### config.mk
export PLATFORM = sky130hd
export DESIGN_NAME = pc_fetch_unit
export DESIGN_NICKNAME = d
export VERILOG_FILES = /design/src/rtl/kgp_pc_pkg.sv /design/src/rtl/return_addr_stack.sv /design/src/rtl/pc_fetch_unit.sv
export SDC_FILE = /design/constraint.sdc
export NUM_CORES = 1
export LEC_CHECK = 0
export ABC_CLOCK_PERIOD_IN_PS = 9400
export CORE_ASPECT_RATIO = 1.25
export CORE_MARGIN = 1.5
export CORE_UTILIZATION = 45
export CTS_CLUSTER_DIAMETER = 60
export DETAILED_ROUTE_END_ITERATION = 10
export GPL_ROUTABILITY_DRIVEN = 0
export PLACE_DENSITY = 0.66
export REMOVE_ABC_BUFFERS = 1
export SLEW_MARGIN = 40
export SYNTH_ARGS = -nofsm -noshare
export SYNTH_HDL_FRONTEND = slang
export SYNTH_SLANG_ARGS = --single-unit
### constraint.sdc
create_clock -name clk -period 9.4 [get_ports clk]
set_input_delay 2.82 -clock clk [delete_from_list [all_inputs] [get_ports clk]]
set_output_delay 2.82 -clock clk [all_outputs]
set_load 0.005 [all_outputs]
### src/rtl/kgp_pc_pkg.sv
// Next-PC command codes shared between control_unit and the fetch stage,
// plus the target-address helpers both sides agree on.
package kgp_pc_pkg;

  localparam int PC_CTRL_W = 4;
  typedef logic [PC_CTRL_W-1:0] pc_ctrl_t;

  localparam pc_ctrl_t PC_SEQ  = 4'h0;
  localparam pc_ctrl_t PC_BREL = 4'h1;
  localparam pc_ctrl_t PC_BABS = 4'h2;
  localparam pc_ctrl_t PC_JR   = 4'h3;
  localparam pc_ctrl_t PC_CALL = 4'h4;
  localparam pc_ctrl_t PC_RET  = 4'h5;
  localparam pc_ctrl_t PC_HALT = 4'h6;

  function automatic logic [31:0] brel_target(input logic [31:0] pc_plus4,
                                              input logic [15:0] imm16);
    return pc_plus4 + {{14{imm16[15]}}, imm16, 2'b00};
  endfunction

  // Absolute jumps stay inside the 256 MB region of the following instruction.
  function automatic logic [31:0] babs_target(input logic [31:0] pc_plus4,
                                              input logic [25:0] target26);
    return {pc_plus4[31:28], target26, 2'b00};
  endfunction

endpackage

### src/rtl/return_addr_stack.sv
// LIFO of return addresses; the occupancy count doubles as the write pointer.
// Storage is left unreset, only the count clears.
module return_addr_stack #(
  parameter int DEPTH = 8,
  parameter int W     = 32
) (
  input  logic                     clk,
  input  logic                     rst,
  input  logic                     push,
  input  logic                     pop,
  input  logic [W-1:0]             din,
  output logic [W-1:0]             dout,
  output logic [$clog2(DEPTH):0]   count,
  output logic                     full,
  output logic                     empty
);

  localparam int AW = $clog2(DEPTH);
  localparam int CW = AW + 1;

  logic [W-1:0]  mem_q [DEPTH];
  logic [CW-1:0] count_q, count_d;
  logic [AW-1:0] top_idx;

  assign full    = (count_q == CW'(DEPTH));
  assign empty   = (count_q == '0);
  assign count   = count_q;
  assign top_idx = count_q[AW-1:0] - AW'(1);
  assign dout    = mem_q[top_idx];

  always_comb begin
    count_d = count_q;
    if (push && !full)
      count_d = count_q + CW'(1);
    else if (pop && !empty)
      count_d = count_q - CW'(1);
  end

  always_ff @(posedge clk) begin
    if (push && !full)
      mem_q[count_q[AW-1:0]] <= din;
  end

  always_ff @(posedge clk or negedge rst) begin
    if (!rst) count_q <= '0;
    else      count_q <= count_d;
  end

endmodule

### src/rtl/pc_fetch_unit.sv
// Fetch stage: PC register, next-PC selection from control_unit's command,
// return-address stack for CALL/RET, and sticky halt/error status.
module pc_fetch_unit
  import kgp_pc_pkg::*;
#(
  parameter logic [31:0] RESET_PC  = 32'h0000_0000,
  parameter int          IMEM_AW   = 10,
  parameter int          RAS_DEPTH = 8
) (
  input  logic                         clk,
  input  logic                         rst,
  input  logic                         stall,
  input  logic [PC_CTRL_W-1:0]         pc_control,
  input  logic [31:0]                  instruction,
  input  logic [31:0]                  reg_target,
  output logic [31:0]                  pc,
  output logic [31:0]                  pc_plus4,
  output logic [IMEM_AW-1:0]           imem_addr,
  output logic                         halted,
  output logic                         ras_overflow,
  output logic                         ras_underflow,
  output logic                         illegal_pc_control,
  output logic [$clog2(RAS_DEPTH):0]   ras_count
);

  logic [31:0] pc_q, pc_d;
  logic        halted_q, halted_d;
  logic        ovf_q, ovf_d;
  logic        unf_q, unf_d;
  logic        illegal_q, illegal_d;
  logic        ras_push, ras_pop, ras_full, ras_empty;
  logic [31:0] ras_dout;
  logic        unused_instr_bits;

  assign unused_instr_bits = ^instruction[31:26];

  assign pc                 = pc_q;
  assign pc_plus4           = pc_q + 32'd4;
  assign imem_addr          = pc_q[IMEM_AW+1:2];
  assign halted             = halted_q;
  assign ras_overflow       = ovf_q;
  assign ras_underflow      = unf_q;
  assign illegal_pc_control = illegal_q;

  return_addr_stack #(.DEPTH(RAS_DEPTH), .W(32)) u_ras (
    .clk   (clk),
    .rst   (rst),
    .push  (ras_push),
    .pop   (ras_pop),
    .din   (pc_plus4),
    .dout  (ras_dout),
    .count (ras_count),
    .full  (ras_full),
    .empty (ras_empty)
  );

  // Stall and halt both freeze everything, and they outrank every command.
  always_comb begin
    pc_d      = pc_q;
    halted_d  = halted_q;
    ovf_d     = ovf_q;
    unf_d     = unf_q;
    illegal_d = 1'b0;
    ras_push  = 1'b0;
    ras_pop   = 1'b0;
    if (!stall && !halted_q) begin
      case (pc_control)
        PC_SEQ:  pc_d = pc_plus4;
        PC_BREL: pc_d = brel_target(pc_plus4, instruction[15:0]);
        PC_BABS: pc_d = babs_target(pc_plus4, instruction[25:0]);
        PC_JR:   pc_d = reg_target & ~32'h3;
        PC_CALL: begin
          ras_push = 1'b1;
          if (ras_full) ovf_d = 1'b1;
          pc_d = babs_target(pc_plus4, instruction[25:0]);
        end
        PC_RET: begin
          if (ras_empty) begin
            unf_d = 1'b1;
            pc_d  = pc_plus4;
          end else begin
            ras_pop = 1'b1;
            pc_d    = ras_dout;
          end
        end
        PC_HALT: halted_d = 1'b1;
        default: begin
          pc_d      = pc_plus4;
          illegal_d = 1'b1;
        end
      endcase
    end
  end

  always_ff @(posedge clk or negedge rst) begin
    if (!rst) begin
      pc_q      <= RESET_PC;
      halted_q  <= 1'b0;
      ovf_q     <= 1'b0;
      unf_q     <= 1'b0;
      illegal_q <= 1'b0;
    end else begin
      pc_q      <= pc_d;
      halted_q  <= halted_d;
      ovf_q     <= ovf_d;
      unf_q     <= unf_d;
      illegal_q <= illegal_d;
    end
  end

endmodule

Word level (Yosys, flattened, before mapping) --
Memory sizes are Yosys's and may differ from the RTL's. Cells that the tools add are included.
Word-level totals: logic and storage cells 49, ROM bits 0, bits in registers 40, bits in latches 0, memories kept 1, memory bits (writable) 256, output and inout port bits 82, bits of input ports 71
Memories:
- u_ras.mem_q | words 8, bits a word 32, rd ports 1, clocked after memory_dff 0, wr ports 1, line return_addr_stack.sv:21 | logic [W-1:0] mem_q [DEPTH];
Operators by class: reduce and logical (&&, ||, !) cells 16, multiply operators 0, $add $sub $neg 5, equal/unequal tests 7, mux-type cells 13, order comparisons 0, div/mod/pow operators 0, shift operators 0, bitwise operators 1
Operator list (count):
- 32-bit case mux with 5 select lines | 1
- 32-bit by 3-bit adder with 32-bit output (second input constant) | 1
- 32-bit adder | 1
- 32-bit two-way mux | 1
- 4-bit by 3-bit == test with 1-bit output (second input constant) | 3
- 1-bit two-way mux | 9
- 4-bit by 2-bit == test with 1-bit output (second input constant) | 2
- 4-bit zero test | 2
- 4-bit two-way mux | 2
- 7-bit OR reduction | 1
- 3-bit AND reduction | 2
- 4-bit by 1-bit adder with 4-bit output (second input constant) | 1
- 4-bit by 1-bit == test with 1-bit output (second input constant) | 1
- 4-bit == test (second input constant) | 1
- 1-bit zero test | 4
- 2-bit AND reduction | 2
- 4-bit by 1-bit subtractor with 4-bit output (second input constant) | 1
- 1-bit logical AND | 3
- 3-bit by 1-bit subtractor with 3-bit output (second input constant) | 1
- 2-bit nonzero test | 1
- 2-bit OR reduction | 1
- 1-bit NOT | 1

Logic depth before layout (Yosys ltp) --
depth after elaboration 7, mapped depth 16, depth with buffers taken out 16

Modules after synthesis --
Synthesis repeated with hierarchy kept, for this count alone.
Unflattened totals: cells, all modules 995, area total of the unflattened synthesis 14735.4 sq um
Modules (own cells, without submodules):
- return_addr_stack | cells an instance 418, area each 10214.8 sq um, times used 1, sequential area each 7787.5 sq um
- pc_fetch_unit | cells an instance 577, area each 4520.6 sq um, times used 1, sequential area each 900.9 sq um

Least setup slack after synthesis --
Ideal clock, no wire load.
path type input-to-reg, from in pc_control[2], to mem u_ras.mem_q[0][0], enable pin, buffers on the path 1, path slack 1.954 ns, stages on the path 5, setup time 0.502 ns, data required time 8.898 ns, data arrival time 6.944 ns, cell sequence buf_2 nor3b_1 nor3b_1 nand2_1 nor4_1
Between the ends: word-level cells in the longest chain between the ends 6
Ends and longest elaborated chain:
- start, declared | line pc_fetch_unit.sv:13 | input logic [PC_CTRL_W-1:0] pc_control,
- 4-bit by 3-bit == test with 1-bit output | line pc_fetch_unit.sv:67 | case (pc_control)
- 1-bit two-way mux | line pc_fetch_unit.sv:67
- 1-bit two-way mux | line pc_fetch_unit.sv:66 | if (!stall && !halted_q) begin
- 1-bit logical AND | line return_addr_stack.sv:40 | if (push && !full)
- 1-bit two-way mux | line return_addr_stack.sv:40
- 1-bit two-way mux (implied by the code) | line return_addr_stack.sv:41 | mem_q[count_q[AW-1:0]] <= din;
- end, declared | line return_addr_stack.sv:21
Every way passes these cells.

Worst setup path in the final report --
from reg pc_q[2] (netlist: pc[2]), to out pc_plus4[30]
Between the ends: word-level cells in the longest chain between the ends 1
Ends and longest elaborated chain:
- start, declared | line pc_fetch_unit.sv:26 | logic [31:0] pc_q, pc_d;
- start signal, assigned | line pc_fetch_unit.sv:103 | pc_q <= pc_d;
- 32-bit by 3-bit adder with 32-bit output | line pc_fetch_unit.sv:38 | assign pc_plus4 = pc_q + 32'd4;
- end, declared | line pc_fetch_unit.sv:17 | output logic [31:0] pc_plus4,
Every way passes these cells.

==> PnR_summary.wiki <==
{| class="wikitable"
! Metric !! Value
|-
| Number of post-CTS setup repair buffers || 0
|-
| Max Clock Skew || 0.0129 ns
|-
| Detailed-placement wirelength estimate || 23900 um
|-
| Setup WS post-layout || 2.76 ns
|-
| # Max-Cap Violations || 0
|-
| Worst Setup End Kind || output port
|-
| Startpoint Class || register
|-
| Hold-fix buffers, CTS || 0
|-
| Sequential-to-total area share from yosys stat || 59.7%
|-
| Pins Over Slew Limit || 0
|-
| Post-DR wirelength/cell || 24.2 um
|-
| Cell Area, Synth || 14500 um^2
|-
| Core region area || 31800 um^2
|-
| Gr usage total || 23.4%
|-
| Initial Utilization || 45.8%
|-
| Required @ worst endpoint || 6.58 ns
|-
| Slowest-stage cell, CP || sky130_fd_sc_hd__nor4_4
|-
| TritonCTS Buffers || 31
|-
| Synth Instances || 1019
|-
| Number of I/O port buffers || 144
|-
| Count of vias placed by the detailed router || 9604
|-
| Worst supply voltage drop on vdd || 0.000240 V
|-
| Boundary Pins || 153
|-
| Total inserted antenna cells || 0
|-
| Total congestion overflow after global routing || 0
|-
| Critical path's largest stage delay || 0.68 ns
|-
| Most used flip-flop cell after synthesis || sky130_fd_sc_hd__edfxtp_1
|-
| Yosys cell types || 76
|-
| Post-route setup TNS || 0 ns
|-
| Final worst path period need || 6.64 ns
|-
| Via-per-instance ratio || 6.00
|-
| DRC errors left || 0
|-
| Maximum operating frequency || 151 MHz
|-
| Number of enable flip-flop cells after synthesis || 256
|-
| Cell Chain, Critical Path || ha_1 -> nand3_1 -> nor4_4 -> nand4_1 -> xnor2_2 -> clkdlybuf4s50_1
|-
| Maximum number of pins on one net before global-route repair || 65
|-
| Cell leakage power || 6.11 nW
|-
| Headroom to the max-slew limit || 45.5%
|-
| Skew-Pair Late Insertion Delay || 0.56 ns
|-
| Data arrival time at the worst-slack endpoint || 3.82 ns
|-
| Number of routed nets with antenna violations || 0
|-
| Total wire length after detailed routing || 38700 um
|-
| Result of the run || finished clean
|-
| Post-placement worst setup slack || 3.09 ns
|-
| Setup violation total in the final timing report || 0
|-
| Setup repair after global routing missed its margin || no
|-
| Deepest clock path buffer count || 3
|-
| Worst hold slack across all endpoints || 0.485 ns
|-
| Die ar. || 33400 um^2
|-
| Cts repair resizes || 0
|-
| Die width || 164 um
|-
| Critical Path Fanout Max || 11
|-
| Clock tree sinks || 296
|-
| Number of global-route vias before repair || 9517
|-
| Wire length of the first global-routing pass || 57800 um
|-
| Fraction of layout cells with a size suffix above 1 || 16.2%
|-
| Start-to-end type of the worst setup path || reg2out
|-
| Number of failing hold endpoints at the final stage || 0
|-
| Y dimension of the die || 204 um
|-
| Classification of the worst-slack hold path || reg2reg
|-
| Average size of a mapped cell || 14.3 um^2
|-
| Number of buffers and inverters on the critical path || 1
|-
| Standard-cell row count || 73
|-
| Power per unit of standard cell area || 327 nW/um^2
|-
| Synthesized flop and latch total || 296
|-
| Detailed router's first-iteration violation count || 681
|-
| Number of antenna violations at the first check in global routing || 1
|-
| Number of nets in the final layout || 1275
|-
| Part of the cycle the worst path needs || 70.7%
|-
| Proportion of synthesized flip-flops having asynchronous set or reset || 13.5%
|-
| CP delay by family, top || simple AND/OR/NAND/NOR gates
|-
| FILL cells || 2638
|-
| Slew of the pin with the lowest slew margin || 0.815 ns
|-
| Layout-stage area growth over the synthesis result || 21.1%
|-
| Clock-pin slew on the worst setup and hold paths || 0.06 ns
|-
| TritonCTS clock tree || built
|-
| Clock root cell || sky130_fd_sc_hd__clkbuf_16
|-
| Warnings from Yosys || 0
|-
| Number of levels in the clock H-tree || 1
|-
| 1st-pass router iterations || 5
|}
==> layer usage <==
metal | routed length [um] | global-route usage [%]
met1 | 15500 | 30.3
met2 | 20000 | 41.1
met3 | 2180 | 2.70
met4 | 1030 | 6.75
met5 | 12 | 0
==> worst paths after layout <==
check | from | to | slack, ns | cells after the start
worst max-delay path | pc[2] | pc_plus4[30] | 2.76 | 6
worst min-delay path | ras_overflow | ras_overflow | 0.49 | 1
worst max register to register | pc[2] | pc[31] | 4.43 | 16
worst min register to register | ras_overflow | ras_overflow | 0.49 | 1
max in group asynchronous | rst | u_ras.count[0] | 6.52 | 2
min in group asynchronous | rst | pc[2] | 2.38 | 2
==> per-stage QoR <==
step	utilization, %	instances	total power, mW	instance area, um^2
global placement	51.9	1542	4.47	16500
floorplan	-	955	3.56	14200
detailed placement	52.1	1543	4.51	16500
global route	55.4	1600	6.05	17600
finish	55.4	1600	5.75	17600
CTS	55.3	1600	5.77	17600
==> flip-flops by register name, summed over array words and instances (netlist names) <==
name                cells
u_ras.mem_q           256
pc                     32
u_ras.count             4
halted                  1
illegal_pc_control      1
ras_overflow            1
ras_underflow           1
==> layout by cell type (no fill, tap or decap), types with 27 or more instances in the layout <==
cell,count
sky130_fd_sc_hd__edfxtp_1,256
sky130_fd_sc_hd__clkdlybuf4s50_1,142
sky130_fd_sc_hd__a21oi_1,76
sky130_fd_sc_hd__nand2_1,65
sky130_fd_sc_hd__mux4_2,64
sky130_fd_sc_hd__nor2_1,55
sky130_fd_sc_hd__dfrtp_1,39
sky130_fd_sc_hd__ha_1,37
sky130_fd_sc_hd__o21ai_0,36
sky130_fd_sc_hd__xnor2_1,34
sky130_fd_sc_hd__clkbuf_16,31
sky130_fd_sc_hd__buf_4,30
sky130_fd_sc_hd__a221oi_1,27
==> logic make-up (layout without fill, tap and decap cells) <==
group	count (synthesis)	after routing	share of synthesized area (%)
flops	296	296	59.7
buf+inv	83	252	2.71
xor+xnor	57	57	3.48
fa+ha+maj	40	40	3.54
mux	90	90	11.7
simple gates	211	211	7.51
compound gates	242	242	11.3
==> synthesized netlist by cell type, drive strengths merged, types with 3 or more instances <==
cell type,count,area (um^2)
edfxtp,256,7690
a21oi,76,380
nand2,68,260
mux4,64,1440
nor2,58,218
xnor2,42,375
dfrtp,40,1000
o21ai,39,195
buf,38,224
ha,38,475
a221oi,28,251
clkbuf,26,98.8
mux2i,26,260
nand3,24,130
a21o,23,173
inv,19,71.3
xor2,15,131
nand4,13,111
nor3,13,75.1
a211oi,8,65.1
and3,8,50.1
o22ai,8,50.1
a31oi,7,50.1
o21bai,6,45.0
a2111oi,5,56.3
o221ai,5,43.8
o31ai,5,47.5
o2111ai,4,41.3
o21a,4,30.0
a211o,3,26.3
a21boi,3,22.5
and2,3,18.8
and4,3,27.5
nand2b,3,18.8
nor2b,3,26.3
nor3b,3,22.5
nor4,3,48.8
o211ai,3,27.5
==> area by class of cell <==
class | count | area (um^2) | area share (%)
inverters | 19 | 71.3 | 0.405
repair buffers | 176 | 1680 | 9.54
clock buffers | 43 | 821 | 4.66
well taps | 412 | 515 | 2.93
clock inverters | 14 | 213 | 1.21
flip-flops and latches | 296 | 8690 | 49.4
multi-input cells | 640 | 5610 | 31.9
==> power breakdown <==
group          internal (mW)  leakage [nW]  switching (mW)
Sequential              1.69          2.75           0.205
Combinational           1.22          2.86            1.37
Clock                  0.748         0.503           0.507
Total                   3.66          6.11            2.09
Note: power is estimated with default switching activity, not from simulation.
